--- src/rtl/down_count_timer_pkg.sv ---
// Shared constants and state encoding for the down-count timer.
package down_count_timer_pkg;

  localparam int unsigned DEF_WIDTH = 4;

  typedef enum logic [1:0] {
    IDLE = 2'b00,
    RUN  = 2'b01,
    DONE = 2'b10
  } state_t;

endpackage

--- src/rtl/dn_count_core.sv ---
// Datapath for the down-count timer: count register, reload register and next-value mux.
module dn_count_core
  import down_count_timer_pkg::*;
#(
  parameter int unsigned      WIDTH     = DEF_WIDTH,
  parameter logic [WIDTH-1:0] RESET_VAL = '0
) (
  input  logic             clock,
  input  logic             reset,
  input  logic             load,
  input  logic [WIDTH-1:0] load_value,
  input  logic             dec,
  input  logic             reload_sel,
  output logic [WIDTH-1:0] q,
  output logic [WIDTH-1:0] qb,
  output logic             is_one
);

  logic [WIDTH-1:0] rld;
  logic [WIDTH-1:0] q_next;

  assign is_one = (q == WIDTH'(1));

  // Next count: load wins, then reload on expiry in periodic mode, else decrement.
  always_comb begin
    q_next = q;
    if (load) begin
      q_next = load_value;
    end else if (dec) begin
      if (is_one && reload_sel) begin
        q_next = rld;
      end else begin
        q_next = q - WIDTH'(1);
      end
    end
  end

  // Count, complement and reload registers; qb tracks q on the same edge.
  always_ff @(negedge clock) begin
    if (!reset) begin
      q   <= RESET_VAL;
      qb  <= ~RESET_VAL;
      rld <= '0;
    end else begin
      q  <= q_next;
      qb <= ~q_next;
      if (load) begin
        rld <= load_value;
      end
    end
  end

endmodule

--- src/rtl/down_count_timer.sv ---
// Loadable down counter / timer with optional auto-reload and one-cycle borrow pulse.
module down_count_timer
  import down_count_timer_pkg::*;
#(
  parameter int unsigned      WIDTH     = DEF_WIDTH,
  parameter logic [WIDTH-1:0] RESET_VAL = '0
) (
  input  logic             clock,
  input  logic             reset,
  input  logic             load,
  input  logic [WIDTH-1:0] load_value,
  input  logic             enable,
  input  logic             auto_reload,
  output logic [WIDTH-1:0] q,
  output logic [WIDTH-1:0] qb,
  output logic             busy,
  output logic             zero,
  output logic             borrow
);

  state_t state;
  logic   is_one;
  logic   dec;

  // Decrement only while running, enabled and not being reloaded by load.
  assign dec  = (state == RUN) && enable && !load;
  assign zero = (q == '0);
  assign busy = (state == RUN);

  dn_count_core #(
    .WIDTH     (WIDTH),
    .RESET_VAL (RESET_VAL)
  ) u_core (
    .clock      (clock),
    .reset      (reset),
    .load       (load),
    .load_value (load_value),
    .dec        (dec),
    .reload_sel (auto_reload),
    .q          (q),
    .qb         (qb),
    .is_one     (is_one)
  );

  // Control FSM and borrow pulse register.
  always_ff @(negedge clock) begin
    if (!reset) begin
      state  <= IDLE;
      borrow <= 1'b0;
    end else begin
      borrow <= 1'b0;
      if (load) begin
        state <= (load_value != '0) ? RUN : IDLE;
      end else begin
        case (state)
          RUN: begin
            if (enable && is_one) begin
              borrow <= 1'b1;
              if (!auto_reload) begin
                state <= DONE;
              end
            end
          end
          IDLE:    state <= IDLE;
          DONE:    state <= DONE;
          default: state <= IDLE;
        endcase
      end
    end
  end

endmodule

--- config.mk ---
export PLATFORM = sky130hd
export DESIGN_NAME = down_count_timer
export DESIGN_NICKNAME = d
export VERILOG_FILES = /design/src/rtl/down_count_timer_pkg.sv /design/src/rtl/dn_count_core.sv /design/src/rtl/down_count_timer.sv
export SDC_FILE = /design/constraint.sdc
export NUM_CORES = 1
export LEC_CHECK = 0
export ABC_AREA = 1
export BUFFER_PORTS_ARGS = -buffer_cell sky130_fd_sc_hd__buf_4
export CAP_MARGIN = 20
export CORE_AREA = 2 2 53 55
export CTS_CLUSTER_SIZE = 20
export DETAILED_ROUTE_END_ITERATION = 8
export DIE_AREA = 0 0 55 57
export PLACE_DENSITY = 0.55
export SYNTH_ARGS = -nofsm -noshare
export SYNTH_HDL_FRONTEND = slang
export SYNTH_SLANG_ARGS = --single-unit
export TNS_END_PERCENT = 30
--- constraint.sdc ---
create_clock -name clock -period 1.4 [get_ports clock]
set_input_delay 0.21 -clock clock [delete_from_list [all_inputs] [get_ports clock]]
set_output_delay 0.21 -clock clock [all_outputs]
set_load 0.02 [all_outputs]
Word level (Yosys, flattened, before mapping)

Cells that the tools add are included.

Input port bits: 9
Register bits: 15
Memories kept: 0
Memory bits (writable): 0
ROM bits: 0
Latch bits: 0

Equal/unequal tests: 5
Div/mod/pow operators: 0
$lt $le $gt $ge: 0
Mux-type cells: 9
Multipliers: 0
Add/subtract/negate cells: 1
Reductions and logical operators: 9
Bitwise gates (word level): 3
Shifts and indexed selects: 0

Operator list:

| cell                                                                     | count |
|---|---|
| 4-bit two-way mux                                                        | 3 |
| 2-bit two-way mux                                                        | 3 |
| 4-bit by 1-bit == test with 1-bit output (second input constant)         | 1 |
| 1-bit logical AND                                                        | 4 |
| 4-bit zero test                                                          | 1 |
| 4-bit NOT                                                                | 1 |
| 2-bit one-hot mux with 2 select lines                                    | 1 |
| 4-bit nonzero test                                                       | 1 |
| 4-bit by 1-bit subtractor with 4-bit output (second input constant)      | 1 |
| 3-bit by 2-bit inequality test with 1-bit output (second input constant) | 1 |
| 3-bit inequality test (second input constant)                            | 1 |
| 3-bit OR reduction                                                       | 1 |
| 2-bit by 1-bit == test with 1-bit output (second input constant)         | 1 |
| 2-bit == test (second input constant)                                    | 1 |
| 1-bit two-way mux                                                        | 2 |
| 1-bit NOT                                                                | 2 |
| 2-bit AND reduction                                                      | 1 |
| 1-bit zero test                                                          | 1 |

Depth between registers and ports, before layout

Gate-level depths: netlist of run 1.

Word-level depth: 6
Mapped depth: 11
Depth with buffers taken out: 11

Modules after synthesis

From an unflattened synthesis of run 1, not the netlist that was laid out.

Cell total of the unflattened synthesis: 107
Area, all modules: 755.7 µm²

By module, submodules not included:

| module           | sequential area each (µm²) | instances | cells an instance | area each (µm²) |
|---|---|---|---|---|
| dn_count_core    | 240.2                      | 1         | 80                | 569.3 |
| down_count_timer | 60.1                       | 1         | 27                | 186.4 |

==> results.txt, run 1 <==
Status: finished with violations
Failing checks: setup timing
Relative slew slack: 0.830
Synth top area cells: dfxtp_1 (41%), nand2_1 (16%), inv_1 (9.6%), nand3_1 (6.8%), ha_1 (5.1%)
Area of the core: 0.00262 sq mm
Critical Path AT: 1.88 ns
Vias in the first global route: 835
Slack of the worst reg-to-reg path: -0.01 ns
EDFF count, synth: 0
I/O pins: 20
CTS Buffer Depth: 2
Post-Syn Area: 741 sq um
Initial drt markers: 12
Via density per instance: 4.27
Layout fillers: 263
Crit path max-delay cell type: dfxtp_4
Fin. Hold Viols: 0
Peak VDD IR: 693 uV
Buf/Inv on CP: 2
NumNets Final: 170
Warnings from Yosys: 0
Antenna violations before repair: 0
Post-Synth Adder-Cell Area: 0.0507
Synth unique cells: 17
Non-filler cells, final: 188
Setup violators final: 15
Worst-path maximum fanout: 2
Root buffer cell: clkbuf_4
Reg2reg end: u_core.q[2]$_SDFF_NN0_
Share of cells above drive strength 1: 0.446
Syn_nets: 116
Main combinational cell family by area after synthesis: simple AND/OR/NAND/NOR gates
Cell taking the most area after synthesis: dfxtp_1
Worst hold-check path type: reg -> reg
Placed cells: 166
P&R area growth vs syn: 73.8%
R2R depth: 11
Clock transition at path regs: 0.03 ns
Main synth FF type: dfxtp_1
Count leader, synth: nand2_1
Pwr Density: 1090 mW/mm^2
First-pass DRT Iterations: 4
GR Util All Layers: 0.140
Hold Path Depth: 2
Delay-heaviest family, CP: flip-flops
Clk sinks: 15
Post-synth top cells: nand2_1 (31), inv_1 (19), dfxtp_1 (15), nand3_1 (10), a21oi_1 (6)
Row cnt: 19
Synth Area in Compound Gates: 0.0524
Dpl hpwl: 1.40 mm
Avg Inst Size Synth: 7.12 sq um
Reg area: 322 sq um
Slew Viols, Final: 0
RD Place Congestion: 0.902
Chip Height: 57 um
FF+latch count, synth: 15
Buffers on Ports: 19
Worst-margin pin slew: 0.255 ns
Post-Route Skew: 0.00977 ns
CTS buffer count: 3
CP Launch Type: flop
XOR/XNOR Fraction of Synth Area: 0.0118
First-pass GRT wire length: 3.22 mm
Hold Slack: 0.457 ns
DRC violation count after routing: 0
Largest net degree at the start of global routing: 10
Setup ws final: -0.693 ns
Slowest stage delay, CP: 0.34 ns
Die area: 0.00314 sq mm
Die W: 55 um
Worst flop-to-flop path startpoint: u_core.q[1]$_SDFF_NN0_
Top cell type's share of synthesized area: 0.405
Cells after Synth: 104
Routed WL per cell: 9.86 um
Setup repair after global routing missed its margin: true
Hold_sp: u_core.rld[3]$_SDFFE_NN0P_
Simple-gate share of the synthesized area: 0.373
ANT cells: 0
WP data required: 1.19 ns
Ordered cell list for the critical path: inv_4 -> ha_4 -> nor3b_4 -> buf_6
GRT overflow: 0
Routed wire length: 1.85 mm
Fraction of registers with async set or reset after synthesis: 0
Multi-input logic area: 434 sq um
CTS tree: built
Starting density of the core: 0.283
Setup CP Type: reg -> out
Vias after detailed routing: 802
Leakage: 0.675 nW
Max-cap violation count: 0
Mux cell area share after synthesis: 0
Antenna-violating nets left: 0
CTS HTree Levels: 1
Worst Hold End: u_core.rld[3]$_SDFFE_NN0P_
Critical Path End Type: primary output
Worst-skew pair later-pin latency: 0.36 ns
Sequential area share after synthesis: 0.405
tightest hold or removal path, delay by kind of cell, from the launching register on:
kind / cells / cell delay (ns)
and+or+nand+nor: 1 / 0.06
AOI/OAI and AO/OA: 1 / 0.05
DFF: 1 / 0.30
where the power goes:
| part | total (W) | internal [W] | switching (W) |
|---|---|---|---|
| Combinational | 0.000333 | 0.000169 | 0.000164 |
| Clock | 0.000594 | 0.000345 | 0.000249 |
| Sequential | 0.000481 | 0.000460 | 0.0000202 |
final cells by class:
class	count	share of cell area
flip-flops and latches	15	0.250
inverters	20	0.0622
clock buffers	3	0.0175
multi-input cells	68	0.337
repair buffers	35	0.236
clock inverters	16	0.0671
well taps	31	0.0301
through the flow:
step	cell area, sq um	total power (W)	setup TNS [ns]	utilization	setup slack [ns]
finish	1290	0.00141	-4.40	0.492	-0.693
global route	1290	0.00152	-5.51	0.492	-0.760
CTS	1230	0.00142	-4.47	0.471	-0.711
detailed placement	1060	0.000839	-3.99	0.406	-0.346
global placement	1060	0.000838	-3.89	0.406	-0.333
floorplan	790	0.000718	-1.14	-	-0.334
worst max-delay path by stage:
stage	startpoint	to	slack [ns]	depth (start not counted)
after detailed placement	u_core.q[1]$_SDFF_NN0_	zero	-0.35	4
after CTS	flop	zero	-0.71	4
after floorplan	flop	zero	-0.33	3
final	flop	zero	-0.69	4
after global routing	u_core.q[1]$_SDFF_NN0_	zero	-0.76	4
after global placement	load	u_core.qb[3]$_SDFF_NN1_	-0.33	9
kinds of logic (layout without fill, tap and decap cells):
| kind of cell | Yosys count | after routing |
|---|---|---|
| AOI/OAI and AO/OA | 7 | 7 |
| xor gates and xnor gates | 1 | 1 |
| adders and majority gates | 3 | 3 |
| buffers and inverters | 21 | 74 |
| DFF | 15 | 15 |
| and+or+nand+nor | 57 | 57 |
routing by layer:
metal / GRT usage / share of wire / vias to the layer above / wire length [um]
met3: 0.0497 / 0.038 / 4 / 70
met4: 0.0836 / 0.022 / 0 / 40
met1: 0.150 / 0.41 / 347 / 761
met2: 0.228 / 0.53 / 17 / 981
li1: - / - / 434 / -
met5: 0 / 0 / - / 0
cells in the final DEF (no fill, tap or decap):
cell       Yosys  layout
inv_1         19      30
nand2_1       31      26
buf_4          0      24
buf_6          0      11
nand3_1       10      10
dfxtp_2        0       8
nand4_1        5       5
nand2_2        0       5
a21oi_1        6       5
nor2_1         4       4
dfxtp_1       15       4
inv_2          2       3
ha_4           0       3
dfxtp_4        0       3
clkbuf_4       0       3
nor2_4         2       2
inv_4          0       2
a21oi_2        1       2
nand2_4        1       1
nor3_1         1       1
nand3b_1       1       1
nand3_4        0       1
xnor2_1        1       1
nor3b_4        0       1
bufinv_16      0       1
timing repair:
action,CTS,global route
setup endpoints to repair,11,21
pin swaps,2,6
gates resized for setup,19,11
buffers inserted,2,2
hold buffers,0,0
No activity file was read; power rests on OpenSTA's default activity.
==> run 2, diff against run 1 <==
==> constraint.sdc (replaced) <==
create_clock -name clock -period 1.4 [get_ports clock]
set_input_delay 0.28 -clock clock [delete_from_list [all_inputs] [get_ports clock]]
set_output_delay 0.28 -clock clock [all_outputs]
set_load 0.02 [all_outputs]
==> run 2 against run 1 <==
  * Sequential share of layout area about the same
  * Routed wire length decreased by 1.8%
  * Largest cell class unchanged
  * Combinational power about the same
  * Utilization increased by 0.34 points
  * Via count increased by 0.87%
  * First-iteration DRC count increased by 17%
  * Die area unchanged
  * The run still ends with setup timing left
  * Final cell count unchanged
  * Critical path depth unchanged
  * Sequential cell count unchanged
  * Non-clock buffer count unchanged
  * Clock skew decreased by 0.0022 ns
==> results.txt, run 2 (synthesis gave the netlist of run 1 again) <==
Status: finished with violations
Failing checks: setup timing
Most frequent cells in the layout: inv_1 (30), nand2_1 (25), buf_4 (24)
Fin. Hold Viols: 0 (unchanged)
Via density per instance: 4.30 (+0.87%)
Post-Route Skew: 0.00755 ns (-0.00221 ns)
Share of cells above drive strength 1: 0.459 (+0.0127)
NumNets Final: 170 (unchanged)
Setup violators final: 12 (-3)
Slew Viols, Final: 0 (unchanged)
Routed WL per cell: 9.68 um (-1.8%)
Critical Path AT: 1.88 ns (about the same)
Post-layout util: 0.496 (+0.00335)
Peak VDD IR: 901 uV (+30%)
Final TNS setup: -4.96 ns (-0.557 ns)
Worst-path maximum fanout: 2 (unchanged)
CTS Buffer Depth: 2 (unchanged)
Routed wire length: 1.82 mm (-1.8%)
Relative slew slack: 0.830 (about the same)
Die area: 0.00314 sq mm (unchanged)
ANT cells: 0 (unchanged)
Area of the core: 0.00262 sq mm (unchanged)
GR Util All Layers: 0.138 (-0.00178)
Root buffer cell: clkbuf_4
Largest net degree at the start of global routing: 10 (unchanged)
Ordered cell list for the critical path: inv_4 -> ha_4 -> nor3b_4 -> buf_6
Worst hold-check path type: reg -> reg
Hold buffers post-CTS: 0 (unchanged)
Clk sinks: 15 (unchanged)
Pre-CTS WS: -0.401 ns (-0.0555 ns)
I/O pins: 20 (unchanged)
Slowest stage delay, CP: 0.34 ns (about the same)
DRC violation count after routing: 0 (unchanged)
RD Place Congestion: 0.856 (-5.1%)
Pwr Density: 1080 mW/mm^2 (-0.89%)
Row cnt: 19 (unchanged)
Vias in the first global route: 793 (-5.0%)
Chip Height: 57 um (unchanged)
Initial drt markers: 14 (+2)
Clock transition at path regs: 0.04 ns (about the same)
Power consumption: 0.00140 W (-0.22%)
Die W: 55 um (unchanged)
P&R area growth vs syn: 75.0%
Critical Path End Type: primary output
Antenna-violating nets left: 0 (unchanged)
First-pass GRT wire length: 3.22 mm (unchanged)
Worst-margin pin slew: 0.254 ns (-0.000494 ns)
Most common cell after layout, fill and taps aside: inv_1
Crit path max-delay cell type: dfxtp_4
CTS buffer count: 3 (unchanged)
Leakage: 0.689 nW (+2.0%)
Hold Path Depth: 2 (unchanged)
CTS HTree Levels: 1 (unchanged)
Setup repair after global routing missed its margin: true
Setup CP Type: reg -> out
Antenna violations before repair: 0 (unchanged)
WP data required: 1.12 ns (-0.07 ns)
CP Launch Type: flop
Buf/Inv on CP: 2 (unchanged)
Buffers on Ports: 19 (unchanged)
First-pass DRT Iterations: 4 (unchanged)
CTS tree: built
Worst-skew pair later-pin latency: 0.35 ns (about the same)
Hold_sp: u_core.rld[1]$_SDFFE_NN0P_
GRT overflow: 0 (unchanged)
Delay-heaviest family, CP: flip-flops
Max-cap violation count: 0 (unchanged)
Dpl hpwl: 1.42 mm (+2.0%)
Setup ws final: -0.758 ns (-0.0645 ns)
Vias after detailed routing: 809 (+0.87%)
Starting density of the core: 0.283 (unchanged)
R2R depth: 10 (-1)
Crit path depth: 4 (unchanged)
[run 2: cell counts in the layout (fill, tap and decap cells not counted)]
Identical to the previous run, type by type.
[run 2: cell type report]
| type | count | area (sq um) |
|---|---|---|
| well taps | 31 | 38.8 |
| flip-flops and latches | 15 | 324 |
| clock buffers | 3 | 22.5 |
| fillers | 283 | 1320 |
| inverters | 20 | 82.6 |
| clock inverters | 16 | 86.3 |
| multi-input cells | 68 | 438 |
| repair buffers | 35 | 304 |
[run 2: worst paths after layout]
| kind | endpoint | slack [ns] |
|---|---|---|
| setup / recovery | zero | -0.76 |
| hold / removal | u_core.rld[1]$_SDFFE_NN0P_ | 0.46 |
| setup reg to reg | u_core.q[2]$_SDFF_NN0_ | 0.08 |
| hold reg to reg | u_core.rld[1]$_SDFFE_NN0P_ | 0.46 |
[run 2: repair_timing]
| item | CTS | global route |
|---|---|---|
| setup buffers | 1 | 2 |
| pin swaps | 2 | 3 |
| cloned | 0 | 0 |
| endpoints found under the hold margin | 0 | 0 |
| endpoints found under the setup margin | 12 | 21 |
| resized for setup | 22 | 11 |
[run 2: stage by stage]
step                      hold WS (ns)  instance area (sq um)  std cells
final                            0.459                   1300        188
after global routing             0.484                   1300        188
after CTS                        0.460                   1240        186
after detailed placement         0.455                   1070        167
after global placement           0.451                   1070        167
after floorplan                  0.439                    795        104
[run 2: metal layers]
| metal | global-route usage | wire length [um] |
|---|---|---|
| met3 | 0.0393 | 72 |
| met5 | 0 | 0 |
| met1 | 0.162 | 766 |
| met2 | 0.218 | 952 |
| met4 | 0.0801 | 27 |
[run 2: power breakdown]
part	internal (W)	total, W	switching (W)	leakage [nW]
sequential	0.000459	0.000479	0.0000199	0.126
clock	0.000344	0.000591	0.000247	0.108
combinational	0.000169	0.000334	0.000164	0.455
total	0.000973	0.00140	0.000431	0.689
[run 2: worst register-to-register path: stages, from the launching register on]
cell and delay, ns:
dfxtp_4 0.35, inv_4 0.04, ha_4 0.14, buf_4 0.12, buf_4 0.13, xnor2_2 0.13, nand2_1 0.07, nand3_1 0.08
nand2_1 0.08, nand2_2 0.06, inv_1 0.03
==> run 3, diff against run 2 <==
- ABC_AREA: 1 -> default
- CORE_AREA: 2 2 53 55 -> 2 2 55 57
- DIE_AREA: 0 0 55 57 -> 0 0 57 59
==> run 3 against run 2 <==
  * Critical path type unchanged
  * Die area rose by 7.3%
  * Clock skew increased by 0.018 ns
  * The flow still finishes with violations (setup timing)
  * Worst setup slack got worse by 0.022 ns
  * Final area rose by 10%
  * Largest power group unchanged
  * First-iteration DRC count shrank 7.1%
  * Utilization is 3.2 points higher
  * Sequential share of layout area decreased by 2.4 points
==> results.txt, run 3 <==
ANT cells: 0 (unchanged)
Antenna violations before repair: 0 (unchanged)
Final TNS setup: -5.59 ns (-0.632 ns)
Relative slew slack: 0.826 (-0.00401)
Synth top area cells: dfxtp_1 (37%), mux2i_1 (7.4%), ha_1 (4.6%), nor2b_1 (3.9%), nand2_1 (3.7%)
Avg Inst Size Synth: 9.75 sq um (+37%)
FF+latch count, synth: 15 (unchanged)
RD Place Congestion: 0.753 (-12%)
Antenna-violating nets left: 0 (unchanged)
Post-synth top cells: dfxtp_1 (15), nand2_1 (8), inv_1 (6), mux2i_1 (6), nor2b_1 (5)
Pre-CTS WS: -0.487 ns (-0.0858 ns)
Dpl hpwl: 1.52 mm (+7.0%)
CP Launch Type: flop
Via density per instance: 4.93 (+15%)
Crit path depth: 4 (unchanged)
Warnings from Yosys: 0 (unchanged)
Setup CP Type: reg -> out
I/O pins: 20 (unchanged)
Most frequent cells in the layout: buf_4 (25), inv_1 (17), buf_6 (15)
Post-Syn Area: 810 sq um (+9.3%)
Buf/Inv on CP: 2 (unchanged)
CTS Buffer Depth: 2 (unchanged)
Reg2reg end: u_core.qb[0]$_SDFF_NN1_
R2R depth: 6 (-4)
Routed wire length: 2.05 mm (+13%)
EDFF count, synth: 0 (unchanged)
Cells after Synth: 83 (-20%)
Most common cell after layout, fill and taps aside: buf_4
Count leader, synth: dfxtp_1
Setup violators final: 20 (+8)
Main synth FF type: dfxtp_1
Sequential area share after synthesis: 0.371 (-0.0345)
Critical Path End Type: primary output
First-pass GRT wire length: 3.42 mm (+6.0%)
Synth unique cells: 33 (+16)
Max-cap violation count: 0 (unchanged)
Routed WL per cell: 12.1 um (+25%)
Post-layout util: 0.528 (+0.0320)
Placed cells: 148 (-11%)
CTS buffer count: 3 (unchanged)
Crit path from: u_core.q[1]$_SDFF_NN0_
CTS HTree Levels: 1 (unchanged)
Critical Path AT: 1.90 ns (+0.02 ns)
Clk sinks: 15 (unchanged)
Failing checks: setup timing
Worst-skew pair later-pin latency: 0.37 ns (+0.02 ns)
Clock transition at path regs: 0.04 ns (about the same)
Delay-heaviest family, CP: flip-flops
Crit path max-delay cell type: dfxtp_4
Buffers on Ports: 19 (unchanged)
Area of the core: 0.00271 sq mm (+3.6%)
Initial drt markers: 13 (-1)
Largest net degree at the start of global routing: 10 (unchanged)
Vias in the first global route: 826 (+4.2%)
DRC violation count after routing: 0 (unchanged)
First-pass DRT Iterations: 4 (unchanged)
Placed Area: 0.00116 sq mm (+7.8%)
P&R area growth vs syn: 76.7%
Top cell type's share of synthesized area: 0.371 (-0.0345)
Pwr Density: 1000 mW/mm^2 (-7.7%)
Die W: 57 um (+3.6%)
Post-Route Skew: 0.0258 ns (+0.0183 ns)
Starting density of the core: 0.299 (+0.0155)
Root buffer cell: clkbuf_4
Cell taking the most area after synthesis: dfxtp_1
Slack of the worst reg-to-reg path: -0.10 ns (-0.18 ns)
Syn_nets: 95 (-18%)
Layout fillers: 261 (-7.8%)
Worst-path maximum fanout: 2 (unchanged)
WP data required: 1.12 ns (about the same)
Share of cells above drive strength 1: 0.532 (+0.0738)
Vias after detailed routing: 838 (+3.6%)
GRT overflow: 0 (unchanged)
Worst hold-check path type: reg -> reg
Ordered cell list for the critical path: inv_4 -> ha_4 -> nor3b_4 -> buf_6
Setup ws final: -0.780 ns (-0.0224 ns)
Non-filler cells, final: 170 (-9.6%)
Worst-margin pin slew: 0.257 ns (+0.00267 ns)
CTS tree: built
Status: finished with violations
Fraction of registers with async set or reset after synthesis: 0 (unchanged)
Row cnt: 19 (unchanged)
Design Area, Final: 0.00143 sq mm (+10%)
NumNets Final: 152 (-11%)
Fin. Hold Viols: 0 (unchanged)
Chip Height: 59 um (+3.5%)
GR Util All Layers: 0.131 (-0.00667)
Die area: 0.00336 sq mm (+7.3%)
Setup repair after global routing missed its margin: true
Slew Viols, Final: 0 (unchanged)
Setup crit end: zero
Slowest stage delay, CP: 0.34 ns (about the same)
Peak VDD IR: 599 uV (-34%)
Leakage: 0.635 nW (-7.9%)
-- run 3: changes by cell type after synthesis, moves of 5 or more --
cell | before | now
inv_1 | 19 | 6
nand2_1 | 31 | 8
mux2i_1 | 0 | 6
a21oi_1 | 6 | 0
nor2b_1 | 0 | 5
nand3_1 | 10 | 1
-- run 3: per-stage QoR --
stage | power, W | hold WS (ns)
after floorplan | 0.000715 | 0.435
after global placement | 0.000841 | 0.445
after detailed placement | 0.000842 | 0.458
after CTS | 0.00144 | 0.468
final | 0.00143 | 0.460
after global routing | 0.00154 | 0.487
-- run 3: worst min-delay path, delay by kind of cell, from the launching register on --
kind | cells | cell delay [ns]
simple gates | 1 | 0.05
flops | 1 | 0.31
mux | 1 | 0.05
-- run 3: per-layer routing --
layer | track usage | vias to the layer above | part of all wire
met5 | 0 | - | 0
met4 | 0.0797 | 0 | 0.015
met3 | 0.0524 | 4 | 0.060
met2 | 0.217 | 25 | 0.52
met1 | 0.142 | 388 | 0.41
li1 | - | 421 | -
-- run 3: kinds of logic after synthesis --
| group | count (synthesis) | share of synthesized area |
|---|---|---|
| AOI/OAI and AO/OA | 17 | 0.193 |
| adders and majority gates | 3 | 0.0464 |
| buffers and inverters | 9 | 0.0711 |
| DFF | 15 | 0.371 |
| muxes | 6 | 0.0742 |
| and+or+nand+nor | 33 | 0.244 |
-- run 3: final cells by class --
class                   instances  area, sq um  area share
repair buffers                 41          372       0.260
multi-input cells              59          564       0.395
well taps                      31         38.8      0.0271
inverters                       5         23.8      0.0166
flip-flops and latches         15          323       0.226
clock inverters                16         86.3      0.0604
clock buffers                   3         22.5      0.0157
-- run 3: how the worst min path moves through the flow --
| stage | start | endpoint | slack, ns | depth (start not counted) |
|---|---|---|---|---|
| finish | state[1]$_SDFFE_NN0P_ | state[1]$_SDFFE_NN0P_ | 0.46 | 2 |
| global route | state[1]$_SDFFE_NN0P_ | state[1]$_SDFFE_NN0P_ | 0.49 | 2 |
| CTS | state[1]$_SDFFE_NN0P_ | state[1]$_SDFFE_NN0P_ | 0.47 | 2 |
| detailed placement | state[1]$_SDFFE_NN0P_ | state[1]$_SDFFE_NN0P_ | 0.46 | 2 |
| global placement | state[1]$_SDFFE_NN0P_ | state[1]$_SDFFE_NN0P_ | 0.45 | 2 |
| floorplan | state[1]$_SDFFE_NN0P_ | state[1]$_SDFFE_NN0P_ | 0.43 | 2 |
-- run 3: what timing repair did --
| action | in CTS | in global routing |
|---|---|---|
| gates resized for setup | 31 | 9 |
| endpoints found under the setup margin | 21 | 22 |
| setup buffers | 2 | 3 |
| hold buffers | 0 | 0 |
| pin swaps | 4 | 3 |
-- run 3: power by group --
group,switching [W],internal (W)
sequential,0.0000229,0.000458
clock,0.000264,0.000344
combinational,0.000153,0.000189
